--- src/rtl/multi_tone_sound_generator_pkg.sv ---
// Purpose: shared types and default sizes for the multi-tone sound generator.
// Latency: n/a (types and constants only).
// Backpressure: n/a.
package sound_pkg;

   typedef enum logic [1:0] {
      WAVE_SQUARE = 2'b00,
      WAVE_SAW    = 2'b01,
      WAVE_TRI    = 2'b10,
      WAVE_OFF    = 2'b11
   } wave_t;

   typedef enum logic {
      IDLE = 1'b0,
      PLAY = 1'b1
   } state_t;

   localparam int DEF_DAC_W   = 8;
   localparam int DEF_NUM_EVT = 4;
   localparam int DEF_DIV_W   = 16;
   localparam int DEF_DUR_W   = 24;

endpackage

--- src/rtl/multi_tone_sound_generator_if.sv ---
// Purpose: request bus from game logic: event levels, per-event pitch/duration, wave select, mute button.
// Latency: wires only.
// Backpressure: none; levels are sampled every cycle and edges act immediately.
interface multi_tone_sound_generator_if #(
   parameter int NUM_EVT = 4,
   parameter int DIV_W   = 16,
   parameter int DUR_W   = 24
);
   logic                     button_i;
   logic [NUM_EVT-1:0]       evt_i;
   logic [NUM_EVT*DIV_W-1:0] tone_div_i;
   logic [NUM_EVT*DUR_W-1:0] tone_dur_i;
   logic [1:0]               wave_i;

   modport master (
      output button_i, evt_i, tone_div_i, tone_dur_i, wave_i
   );

   modport slave (
      input button_i, evt_i, tone_div_i, tone_dur_i, wave_i
   );
endinterface

--- src/rtl/multi_tone_sound_generator_osc.sv ---
// Purpose: tone oscillator: clock divider, phase accumulator and waveform shaping.
// Latency: sample is combinational from the phase register (phase advances one edge after a divider wrap).
// Backpressure: none; restart or disable clears divider and phase.
module tone_osc
   import sound_pkg::*;
#(
   parameter int DAC_W = 8,
   parameter int DIV_W = 16
) (
   input  logic             clk,
   input  logic             nRst,
   input  logic             en,
   input  logic             restart,
   input  logic [DIV_W-1:0] div,
   input  wave_t            wave,
   output logic [DAC_W-1:0] sample
);

   logic [DIV_W-1:0] div_cnt;
   logic [DIV_W-1:0] div_last;
   logic [DAC_W-1:0] phase;
   logic [DAC_W-1:0] tri_ramp;
   logic             wrap;

   // A divide of zero behaves as one; >= keeps wrapping sane if div shrinks mid-count.
   assign div_last = (div == '0) ? '0 : div - DIV_W'(1);
   assign wrap     = (div_cnt >= div_last);
   assign tri_ramp = {phase[DAC_W-2:0], 1'b0};

   // Divider and phase accumulator; held at zero unless a note is running.
   always_ff @(posedge clk or negedge nRst) begin
      if (!nRst) begin
         div_cnt <= '0;
         phase   <= '0;
      end else if (restart || !en) begin
         div_cnt <= '0;
         phase   <= '0;
      end else if (wrap) begin
         div_cnt <= '0;
         phase   <= phase + DAC_W'(1);
      end else begin
         div_cnt <= div_cnt + DIV_W'(1);
      end
   end

   // Waveform shaping from the phase; triangle folds the doubled ramp on the MSB.
   always_comb begin
      sample = '0;
      case (wave)
         WAVE_SQUARE: sample = phase[DAC_W-1] ? '0 : '1;
         WAVE_SAW:    sample = phase;
         WAVE_TRI:    sample = phase[DAC_W-1] ? ~tri_ramp : tri_ramp;
         default:     sample = '0;
      endcase
   end

endmodule

--- src/rtl/multi_tone_sound_generator.sv ---
// Purpose: prioritised multi-event tone generator with mute toggle, driving a DAC sample.
// Latency: trigger edge k enters PLAY at k; first sample appears on dacCount after edge k+1.
// Backpressure: none; lower-priority triggers during a note and all triggers while muted are dropped.
module multi_tone_sound_generator
   import sound_pkg::*;
#(
   parameter int DAC_W   = DEF_DAC_W,
   parameter int NUM_EVT = DEF_NUM_EVT,
   parameter int DIV_W   = DEF_DIV_W,
   parameter int DUR_W   = DEF_DUR_W
) (
   input  logic                       clk,
   input  logic                       nRst,
   multi_tone_sound_generator_if.slave req,
   output logic [DAC_W-1:0]           dacCount,
   output logic                       busy_o,
   output logic [$clog2(NUM_EVT)-1:0] active_evt_o,
   output logic                       muted_o
);

   localparam int IDX_W = $clog2(NUM_EVT);

   logic [NUM_EVT-1:0] evt_prev;
   logic               btn_prev;
   logic               muted;
   logic               muted_nxt;
   logic               btn_rise;
   logic [NUM_EVT-1:0] trig;

   logic               win_vld;
   logic [IDX_W-1:0]   win_idx;
   logic [DUR_W-1:0]   win_dur;
   logic               accept;

   state_t             state, state_nxt;
   logic [DUR_W-1:0]   dur_cnt, dur_cnt_nxt;
   logic [IDX_W-1:0]   active_evt, active_nxt;
   logic               restart;

   logic [DIV_W-1:0]   active_div;
   logic [DAC_W-1:0]   sample;

   assign btn_rise  = req.button_i & ~btn_prev;
   assign muted_nxt = muted ^ btn_rise;
   assign trig      = req.evt_i & ~evt_prev;
   // A trigger coinciding with a toggle into mute is lost, as are all triggers while muted.
   assign accept    = win_vld & ~muted_nxt;

   // Edge-detect history and mute state.
   always_ff @(posedge clk or negedge nRst) begin
      if (!nRst) begin
         evt_prev <= '0;
         btn_prev <= 1'b0;
         muted    <= 1'b0;
      end else begin
         evt_prev <= req.evt_i;
         btn_prev <= req.button_i;
         muted    <= muted_nxt;
      end
   end

   // Priority arbiter: lowest-index trigger with a nonzero duration wins.
   always_comb begin
      win_vld = 1'b0;
      win_idx = '0;
      win_dur = '0;
      for (int i = NUM_EVT - 1; i >= 0; i--) begin
         if (trig[i] && (req.tone_dur_i[i*DUR_W +: DUR_W] != '0)) begin
            win_vld = 1'b1;
            win_idx = IDX_W'(i);
            win_dur = req.tone_dur_i[i*DUR_W +: DUR_W];
         end
      end
   end

   // FSM state, duration counter and active index registers.
   always_ff @(posedge clk or negedge nRst) begin
      if (!nRst) begin
         state      <= IDLE;
         dur_cnt    <= '0;
         active_evt <= '0;
      end else begin
         state      <= state_nxt;
         dur_cnt    <= dur_cnt_nxt;
         active_evt <= active_nxt;
      end
   end

   // FSM next state: start, retrigger/preempt, mute abort and note expiry.
   always_comb begin
      state_nxt   = state;
      dur_cnt_nxt = dur_cnt;
      active_nxt  = active_evt;
      restart     = 1'b0;
      case (state)
         IDLE: begin
            if (accept) begin
               state_nxt   = PLAY;
               dur_cnt_nxt = win_dur - DUR_W'(1);
               active_nxt  = win_idx;
               restart     = 1'b1;
            end
         end
         PLAY: begin
            if (muted_nxt) begin
               state_nxt   = IDLE;
               dur_cnt_nxt = '0;
               active_nxt  = '0;
            end else if (accept && (win_idx <= active_evt)) begin
               dur_cnt_nxt = win_dur - DUR_W'(1);
               active_nxt  = win_idx;
               restart     = 1'b1;
            end else if (dur_cnt == '0) begin
               state_nxt   = IDLE;
               active_nxt  = '0;
            end else begin
               dur_cnt_nxt = dur_cnt - DUR_W'(1);
            end
         end
         default: begin
            state_nxt   = IDLE;
            dur_cnt_nxt = '0;
            active_nxt  = '0;
         end
      endcase
   end

   // Pitch follows the live divider of whichever event is playing.
   assign active_div = req.tone_div_i[int'(active_evt)*DIV_W +: DIV_W];

   tone_osc #(
      .DAC_W (DAC_W),
      .DIV_W (DIV_W)
   ) u_osc (
      .clk     (clk),
      .nRst    (nRst),
      .en      (state_nxt == PLAY),
      .restart (restart),
      .div     (active_div),
      .wave    (wave_t'(req.wave_i)),
      .sample  (sample)
   );

   // Output sample register: one cycle behind the phase/state it reflects.
   always_ff @(posedge clk or negedge nRst) begin
      if (!nRst) begin
         dacCount <= '0;
      end else begin
         dacCount <= (state == PLAY) ? sample : '0;
      end
   end

   assign busy_o       = (state == PLAY);
   assign active_evt_o = active_evt;
   assign muted_o      = muted;

endmodule

--- src/flat_wrapper.sv ---
// flat-port wrapper written by rule: the top's interface ports become plain ports
module multi_tone_sound_generator_flat import sound_pkg::*;
#(
   parameter int DAC_W   = DEF_DAC_W,
   parameter int NUM_EVT = DEF_NUM_EVT,
   parameter int DIV_W   = DEF_DIV_W,
   parameter int DUR_W   = DEF_DUR_W
)
  (clk, nRst, dacCount, busy_o, active_evt_o, muted_o, req_button_i, req_evt_i, req_tone_div_i, req_tone_dur_i, req_wave_i);
  multi_tone_sound_generator_if #(.NUM_EVT(NUM_EVT), .DIV_W(DIV_W), .DUR_W(DUR_W)) req_i ();
  input  logic clk;
  input  logic nRst;
  output logic [DAC_W-1:0] dacCount;
  output logic busy_o;
  output logic [$clog2(NUM_EVT)-1:0] active_evt_o;
  output logic muted_o;
  input wire logic [$bits(req_i.button_i)-1:0] req_button_i;
  input wire logic [$bits(req_i.evt_i)-1:0] req_evt_i;
  input wire logic [$bits(req_i.tone_div_i)-1:0] req_tone_div_i;
  input wire logic [$bits(req_i.tone_dur_i)-1:0] req_tone_dur_i;
  input wire logic [$bits(req_i.wave_i)-1:0] req_wave_i;
  assign req_i.button_i = req_button_i;
  assign req_i.evt_i = req_evt_i;
  assign req_i.tone_div_i = req_tone_div_i;
  assign req_i.tone_dur_i = req_tone_dur_i;
  assign req_i.wave_i = req_wave_i;
  multi_tone_sound_generator #(.DAC_W(DAC_W), .NUM_EVT(NUM_EVT), .DIV_W(DIV_W), .DUR_W(DUR_W)) u_core (.clk(clk), .nRst(nRst), .req(req_i), .dacCount(dacCount), .busy_o(busy_o), .active_evt_o(active_evt_o), .muted_o(muted_o));
endmodule
--- config.mk ---
export PLATFORM = sky130hd
export DESIGN_NAME = multi_tone_sound_generator_flat
export DESIGN_NICKNAME = d
export VERILOG_FILES = /design/src/rtl/multi_tone_sound_generator_pkg.sv /design/src/rtl/multi_tone_sound_generator_if.sv /design/src/rtl/multi_tone_sound_generator_osc.sv /design/src/rtl/multi_tone_sound_generator.sv /design/src/flat_wrapper.sv
export SDC_FILE = /design/constraint.sdc
export NUM_CORES = 1
export LEC_CHECK = 0
export ABC_AREA = 1
export CORE_ASPECT_RATIO = 1.2
export CORE_UTILIZATION = 52
export CTS_CLUSTER_SIZE = 10
export DETAILED_ROUTE_END_ITERATION = 6
export GPL_ROUTABILITY_DRIVEN = 1
export PLACE_DENSITY = 0.81
export SLEW_MARGIN = 20
export SYNTH_ARGS = -nofsm -noshare
export SYNTH_HDL_FRONTEND = slang
export SYNTH_HIERARCHICAL = 1
export SYNTH_SLANG_ARGS = --single-unit
--- constraint.sdc ---
create_clock -name clk -period 4.3 [get_ports clk]
set_clock_uncertainty 0.2 [all_clocks]
set_input_delay 0.86 -clock clk [delete_from_list [all_inputs] [get_ports clk]]
set_output_delay 0.86 -clock clk [all_outputs]
set_load 0.05 [all_outputs]
==> qor.txt, run 1 <==
Max-Cap Viols = 0
worst-margin pin slew = 656 ps
DR WL/cell = 14.7 um
Tmin final = 3950 ps
reg2reg setup slack = 730 ps
cell area after layout = 9720 um^2
fin cells = 1,586
largest family of logic cells by synthesized area = simple AND/OR/NAND/NOR gates
Setup Fix Bufs, Post-CTS = 0
DR DRC count = 10
vias in the first global route = 8,087
layout cell share with drive strength beyond 1 = 0.109
row count = 47
n_diodes = 0
CP Depth = 23
adder-cell share of the synthesized area = 0.0400
final RePlAce weighted congestion = 1.02
crit-path max cell delay = 420 ps
endpoints failing setup = 0
Clock Latency Late Sink = 340 ps
H-tree levels = 3
clock sinks = 65
CP dominant cell by count = nand2_1
worst setup path startpoint = req_tone_dur_i[23]
r2r startpoint = u_core/active_evt_o[0]
IO Count = 181
Worst Setup EP = u_core/u_osc/div_cnt[12]
Seq cells post-synth = 65
Synth Area in Simple Gates = 0.456
RSZ-0062 raised after global routing = no
Initial Utilization = 0.538
total of warnings raised by yosys = 6
multiplexer share of the synthesized area = 0
Crit path required time = 4360 ps
Vias = 8,456
clk buf depth = 2
die area = 14,900 um^2
die span in x = 112 um
Hold WC Path Type = reg2reg
Crit-path slowest cell = clkdlybuf4s50_1
clock buffer count from CTS = 9
core area = 13,900 um^2
Final WS setup = 350 ps
Post-synth ARST share = 1.00
nets@finish = 1,603
mapped cell area = 7500 um^2
TritonCTS clock tree = yes
DRT iter0 DRCs = 628
synthesized area per cell = 6.07 um^2
Synth Instances = 1,236
Critical Path End Type = flip-flop
reg2reg end = u_core/u_osc/phase[7]
Total GRT Usage = 0.319
total grt overflow = 0
Setup WS pre-CTS = -74.0 ps
status = finished, violations left
Max VDD drop = 343 uV
syn nets = 1,429
Setup Crit Path Kind = in2reg
failing checks = design-rule violations
Antenna Nets Post-Route = 0
final WL = 23,300 um
R2R cell count = 20
Slew Limit Fails = 0
crit path cell chain = clkdlybuf4s50_1, nor2_1, nand2_1, nor2_1, nand3_1, nand2_2, nand2_1, a21oi_1, ha_1, inv_1, nor2_1, o21ai_0, nand2_1, nand2_1, nand2_1, o21ai_0, nand2_2, nor2_2, nand3_1, nor2_4, buf_4, nand3_1, nor2_1
Max-Slew Margin vs Limit = 0.562
initial antenna violation count = 0
Area after DPL = 9410 um^2
first drt pass iteration count = 7
DR vias/cell = 5.33
period utilization = 0.918
pin count of the biggest net entering global routing = 45
share of the yosys chip area belonging to registers = 0.217
worst-path maximum fanout = 12
Distinct cells, synth = 51
cell family with most CP delay = simple AND/OR/NAND/NOR gates
fmax = 253 MHz
crit start category = primary input
CP arrival = 4010 ps
Post-Synth XOR/XNOR Area = 0.0454
global-route wire length before repair = 38,100 um
Leak = 4.64 nW
Placed Instances = 1,570
post-DP HPWL = 18,600 um
clk root buf = clkbuf_16
Final Hold Vio Count = 0
Syn-to-layout area delta = 29.6%
power per cell area = 416 nW/um^2
Die Ht = 134 um
CTS clk-pin slew, worst paths = 60 ps
Port Buffers = 180
Buf/Inv on CP = 3
number of synthesized flops with an enable pin = 0
Compound-Gate Fraction of Synth Area = 0.118
Post-synth top flop = dfrtp_1
[area by class of cell]
cell class / instances / area [um^2]
timing repair buffer: 207 / 2010
tap: 171 / 214
sequential: 65 / 1630
fill: 1247 / 4220
inverter: 162 / 611
multi-input combinational: 965 / 4950
clock inverter: 7 / 77.6
clock buffer: 9 / 225
[state kept, by name (all words and copies together) (netlist names)]
| signal | count |
|---|---|
| u_core/active_evt_o | 2 |
| u_core/btn_prev | 1 |
| u_core/busy_o | 1 |
| u_core/dacCount | 8 |
| u_core/dur_cnt | 24 |
| u_core/evt_prev | 4 |
| u_core/muted_o | 1 |
| u_core/u_osc/div_cnt | 16 |
| u_core/u_osc/phase | 8 |
[layer usage]
| layer | wire length (um) | GRT usage |
|---|---|---|
| met5 | 0 | 0 |
| met4 | 722 | 0.131 |
| met3 | 1200 | 0.0532 |
| met2 | 11700 | 0.568 |
| met1 | 9630 | 0.379 |
[power by group]
group	switching [W]	leakage [nW]	internal [W]	total (W)
Clock	0.000300	0.146	0.000454	0.000753
Sequential	0.000193	0.841	0.000761	0.000954
Combinational	0.00145	3.65	0.000887	0.00234
Total	0.00194	4.64	0.00210	0.00404
[synthesized netlist by cell type (18+ instances only)]
cell / count / area, um^2
ha_1: 24 / 300
nand2_1: 305 / 1140
nor2_2: 33 / 206
dfrtp_1: 65 / 1630
nor2_1: 202 / 758
o22ai_1: 18 / 113
inv_1: 139 / 522
xor2_1: 22 / 193
nand3_1: 135 / 676
o21ai_0: 63 / 315
a21oi_1: 34 / 170
[logic make-up (layout without fill, tap and decap cells)]
group	count (synthesis)	in the layout
DFF	65	65
adders and majority gates	24	24
buffers and inverters	206	385
xor gates and xnor gates	38	38
and+or+nand+nor	752	752
AOI/OAI and AO/OA	151	151
[through the flow]
stage	TNS, ps	hold WS, ps	utilization	power [W]
after floorplan	0	248	-	0.00261
after global placement	0	273	0.675	0.00322
after detailed placement	-385	298	0.675	0.00327
after CTS	0	305	0.697	0.00404
after global routing	0	324	0.697	0.00439
final	0	300	0.697	0.00404
[cell usage in the layout, fill, tap and decap left out, drive strengths merged]
cell             n
dfrtp           65
clkinvlp         1
a22o             1
a22oi            8
ha              24
nand3          148
o21a             1
a31oi            1
a21oi           38
nor2           242
nor3b            2
a31o             1
xnor2           15
nor4             2
or2              8
clkbuf           9
o31ai            1
xor2            23
clkinv          10
or3              1
buf             28
o21ai           70
inv            157
o21bai           4
bufinv           1
nor3            11
a21o             1
nand3b           5
clkdlybuf4s50  179
o221ai           7
nand2          321
o22ai           18
nand4           12
[worst min path at each step]
stage | start | end | slack [ps] | depth (start not counted)
2_1_floorplan | u_core/u_osc/div_cnt[0] | u_core/u_osc/div_cnt[0] | 250 | 1
3_3_place_gp | u_core/u_osc/div_cnt[0] | u_core/u_osc/div_cnt[0] | 270 | 1
3_5_place_dp | u_core/u_osc/div_cnt[0] | u_core/u_osc/div_cnt[0] | 300 | 1
4_1_cts | u_core/u_osc/div_cnt[0] | u_core/u_osc/div_cnt[0] | 300 | 1
5_1_grt | u_core/u_osc/div_cnt[0] | u_core/u_osc/div_cnt[0] | 320 | 1
6_report | u_core/u_osc/div_cnt[0] | u_core/u_osc/div_cnt[0] | 300 | 1
[timing repair]
item	CTS	global route
resized for setup	0	1
endpoints found under the setup margin	0	3
hold buffers	0	0
Note: power is estimated with default switching activity, not from simulation.
==> run 2: changes to the inputs <==
CAP_MARGIN = 20   (was default)
==> results of run 2 <==
Same layout as run 1: the final DEF is identical, and so are final timing and power.
